File: src/rtl/square_iter.sv
// rtl/square_iter.sv - sequential Q8.8 squarer, 16-iteration shift-add, start/busy/done handshake
// Optional build macro SQUARE_ITER_SAT_EN: saturate out to 8'hFF when the integer part exceeds 255.
module square_iter (
  input  logic        clk,
  input  logic        rst_n,
  input  logic        start,
  input  logic [15:0] in,
  output logic        busy,
  output logic        done,
  output logic [31:0] prod,
  output logic [7:0]  out,
  output logic        ovf
);

  typedef enum logic {
    IDLE = 1'b0,
    CALC = 1'b1
  } state_t;

  state_t      state_q, state_d;
  logic [31:0] a_q, a_d;
  logic [15:0] b_q, b_d;
  logic [31:0] acc_q, acc_d;
  logic [3:0]  cnt_q, cnt_d;
  logic [31:0] prod_q, prod_d;
  logic [7:0]  out_q, out_d;
  logic        ovf_q, ovf_d;
  logic        done_q, done_d;
  logic [31:0] sum;

  always_ff @(posedge clk) begin
    if (!rst_n) begin
      state_q <= IDLE;
      a_q     <= 32'd0;
      b_q     <= 16'd0;
      acc_q   <= 32'd0;
      cnt_q   <= 4'd0;
      prod_q  <= 32'd0;
      out_q   <= 8'd0;
      ovf_q   <= 1'b0;
      done_q  <= 1'b0;
    end else begin
      state_q <= state_d;
      a_q     <= a_d;
      b_q     <= b_d;
      acc_q   <= acc_d;
      cnt_q   <= cnt_d;
      prod_q  <= prod_d;
      out_q   <= out_d;
      ovf_q   <= ovf_d;
      done_q  <= done_d;
    end
  end

  always_comb begin
    state_d = state_q;
    a_d     = a_q;
    b_d     = b_q;
    acc_d   = acc_q;
    cnt_d   = cnt_q;
    prod_d  = prod_q;
    out_d   = out_q;
    ovf_d   = ovf_q;
    done_d  = 1'b0;
    // Peak square is 0xFFFE0001, so the 32-bit sum cannot carry out.
    sum     = acc_q + (b_q[0] ? a_q : 32'd0);

    case (state_q)
      IDLE: begin
        if (start) begin
          a_d     = {16'd0, in};
          b_d     = in;
          acc_d   = 32'd0;
          cnt_d   = 4'd0;
          state_d = CALC;
        end
      end
      CALC: begin
        acc_d = sum;
        a_d   = a_q << 1;
        b_d   = b_q >> 1;
        cnt_d = cnt_q + 4'd1;
        if (cnt_q == 4'd15) begin
          prod_d  = sum;
          ovf_d   = |sum[31:24];
`ifdef SQUARE_ITER_SAT_EN
          out_d   = (|sum[31:24]) ? 8'hFF : sum[23:16];
`else
          out_d   = sum[23:16];
`endif
          done_d  = 1'b1;
          state_d = IDLE;
        end
      end
      default: state_d = IDLE;
    endcase
  end

  assign busy = (state_q == CALC);
  assign done = done_q;
  assign prod = prod_q;
  assign out  = out_q;
  assign ovf  = ovf_q;

endmodule

File: config.mk
export PLATFORM = sky130hd
export DESIGN_NAME = square_iter
export DESIGN_NICKNAME = d
export VERILOG_FILES = /design/src/rtl/square_iter.sv
export SDC_FILE = /design/constraint.sdc
export NUM_CORES = 1
export LEC_CHECK = 0
export BUFFER_PORTS_ARGS = -buffer_cell sky130_fd_sc_hd__buf_2
export CAP_MARGIN = 30
export CORE_ASPECT_RATIO = 1.5
export CORE_UTILIZATION = 50
export DETAILED_ROUTE_END_ITERATION = 8
export PLACE_DENSITY = 0.72
export SETUP_SLACK_MARGIN = 0.02
export SLEW_MARGIN = 20
export SYNTH_ARGS = -nofsm -noshare
export SYNTH_HDL_FRONTEND = slang
export SYNTH_SLANG_ARGS = --single-unit
export TNS_END_PERCENT = 50
File: constraint.sdc
create_clock -name clk -period 4.41 [get_ports clk]
set_input_delay 0.2205 -clock clk [delete_from_list [all_inputs] [get_ports clk]]
set_output_delay 0.2205 -clock clk [all_outputs]
set_load 0.03 [all_outputs]
==> metrics.yaml <==
drt:
  first_pass_iters: 5
  finalWirelength_microns: 16150
  num_vias: 6019
  drcViolationCount: 0
  drt-vias-per-instance: 5.700
  ant_nets: 0
  drtIter0Drc: 310
  post_drt_wl_per_cell_microns: 15.29
timing:
  period_needed_ns: 3.473
  holdWs_ns: 0.06462
  finalHoldViolCount: 0
  tns_ns: 0
  fin_crit_sh: 0.7874
  fin_skew_ns: 0.008798
  rsz0062_at_grt: "no"
  tightest_slew_ns: 0.8108
  drv_slew: 0
  max_slew_margin: 0.4595
  fmax_mhz: 288.0
  finalSetupViolations: 0
clocking:
  clkSinkCount: 119
  cts_buffer_depth: 2
  postCtsSetupRepairBufs: 0
  h-tree-depth: 4
  root_buffer: "clkbuf_16"
  cts-resized-gates: 0
  path_clk_slew_ns: 0.06
  cts_tree: "done"
  numCtsBuffers: 17
  cts_hold_buf: 0
  clkLatencyLatePin_ns: 0.42
synthesis:
  synth_common_cells: "a21oi_1, nor2_1, dfxtp_1"
  seq_area_frac_synth: 0.3503
  synth_edf_count: 0
  synthMuxAreaShare: 0.05298
  syn_nets: 917
  synthAdderAreaFrac: 0.06181
  avgSynthCellArea_sq_um: 7.863
  yosys.area.top_type: "dfxtp_1"
  synth_compound_area_frac: 0.1974
  synth-simple-area-share: 0.2544
  yosys.area_share.xor_xnor: 0.03550
  yosys_warnings: 0
  synth_top_family_by_area: "simple AND/OR/NAND/NOR gates"
  synth_cell_types: 59
  synthArstFlopShare: 0
  synth.ff_latch_count: 119
  syn_inst: 865
  yosys_most_used_dff: "dfxtp_1"
  yosysMostFrequentCell: "a21oi_1"
  synth_top_area_frac: 0.3503
  synth_area_leaders: "dfxtp_1, a21oi_1, nor2_1"
  syn_area_sq_um: 6802
critical_path:
  cp-end-kind: "register"
  crit_required_ns: 4.72
  crit_path_start_kind: "register"
  critPathKind: "register to register"
  crit_arrival_ns: 3.78
  path_max_fanout: 26
pwr:
  switching_power_uw: 639.6
  sw_frac_of_total: 0.2315
  p_seq_frac: 0.405
  combinationalPowerShare: 0.053
  pwr-share-clk: 0.542
  ir_worst_vdd_v: 0.0002819
  p_leak_nw: 3.365
  power_density_nw_per_um2: 357.8
  intPower_mw: 2.123
global_route:
  grt_usage: 0.2350
  grt_max_degree: 119
  grt.overflow.total: 0
  grt_pass1_wl_microns: 26630
  grt_pass1_vias: 5502
  antenna_found_initial: 0
floorplanning:
  io_pins: 62
  rows: 51
  start_util: 0.5174
  die_w_microns: 97.23
  die-area_sq_um: 14080
  die_h_microns: 144.8
  core_area_sq_um: 13150
place:
  portBuffers: 61
  dp_hpwl_microns: 11140
  post-place-cells: 1022
  place_congestion: 0.9353
run:
  maxCapViolCount: 0
worst_hold_path:
  hp-class: "primary input to register"
finish:
  area_delta_synth_final_pct: 13.54
  final_core_util: 0.5875
  drive_gt1_frac: 0.1282
  nets: 936
  instances_no_fill: 1056
  antennaDiodeCount: 0
run_status:
  status: "complete, no violations"
-- sequential cells by signal, indices dropped and copies added (netlist names) --
name   cells
done       1
prod      32
ovf        1
b_q       16
a_q       32
cnt_q      4
busy       1
acc_q     32
-- per-layer routing --
metal | GRT usage | vias up | routed length, microns
li1 | - | 3035 | -
met1 | 0.2762 | 2790 | 6938
met2 | 0.4096 | 149 | 8086
met3 | 0.03506 | 45 | 490
met4 | 0.1354 | 0 | 629
met5 | 0 | - | 0
-- final cells by class --
type | instances | area, sq um
multi-input cells | 672 | 4095
fillers | 1205 | 5423
clock buffers | 21 | 460.4
well taps | 159 | 198.9
repair buffers | 68 | 387.9
flip-flops and latches | 119 | 2386
inverters | 6 | 23.77
clock inverters | 11 | 170.2
-- critical path: stages (launching register included) --
cell	delay [ns]
dfxtp_1	0.39
buf_8	0.20
and2_1	0.17
ha_1	0.21
fa_1	0.43
a211oi_1	0.27
o21bai_2	0.14
a211oi_1	0.27
o21ai_0	0.21
o21ai_0	0.30
xnor2_1	0.16
a211o_1	0.27
nor4b_2	0.24
a21oi_1	0.10
-- final timing paths --
path / startpoint / to / slack [ns] / depth (start not counted)
worst max register to register: b_q[0] / ovf / 0.94 / 13
worst min-delay path: in[0] / a_q[0] / 0.06 / 3
worst min register to register: prod[26] / prod[26] / 0.45 / 2
worst max-delay path: b_q[0] / ovf / 0.94 / 13
-- metrics by stage --
step | area [sq um] | setup WS (ns) | total power, mW
after global routing | 7722 | 0.6629 | 2.844
after CTS | 7680 | 0.6459 | 2.776
after global placement | 7049 | 0.7603 | 1.279
after floorplan | 6802 | 1.577 | 1.245
after detailed placement | 7049 | 0.6745 | 1.281
final | 7722 | 0.9375 | 2.763
-- layout by cell type (no fill, tap or decap), types with 11 or more instances in the layout --
cell type,instances
nor3b_1,48
a21oi_1,138
nor2_1,136
a21o_1,13
buf_2,60
ha_1,32
o21ai_0,19
nand3_1,11
xnor2_1,19
clkbuf_16,17
nand2_1,83
dfxtp_1,118
mux2i_1,36
and2_1,38
-- power groups by stage --
stage	Combinational, mW	Clock, mW	Sequential [mW]
6_report	0.145	1.50	1.12
4_1_cts	0.135	1.52	1.12
3_5_place_dp	0.135	0	1.15
3_3_place_gp	0.132	0	1.15
5_1_grt	0.162	1.56	1.12
2_1_floorplan	0.115	0	1.13
-- cells by family (layout without fill, tap and decap cells) --
| kind of cell | count (synthesis) | in the layout |
|---|---|---|
| muxes | 36 | 36 |
| adders and majority gates | 33 | 33 |
| AOI/OAI and AO/OA | 223 | 223 |
| and+or+nand+nor | 354 | 354 |
| xor gates and xnor gates | 26 | 26 |
| buffers and inverters | 74 | 106 |
| DFF | 119 | 119 |
(Power assumes the default switching activity.)
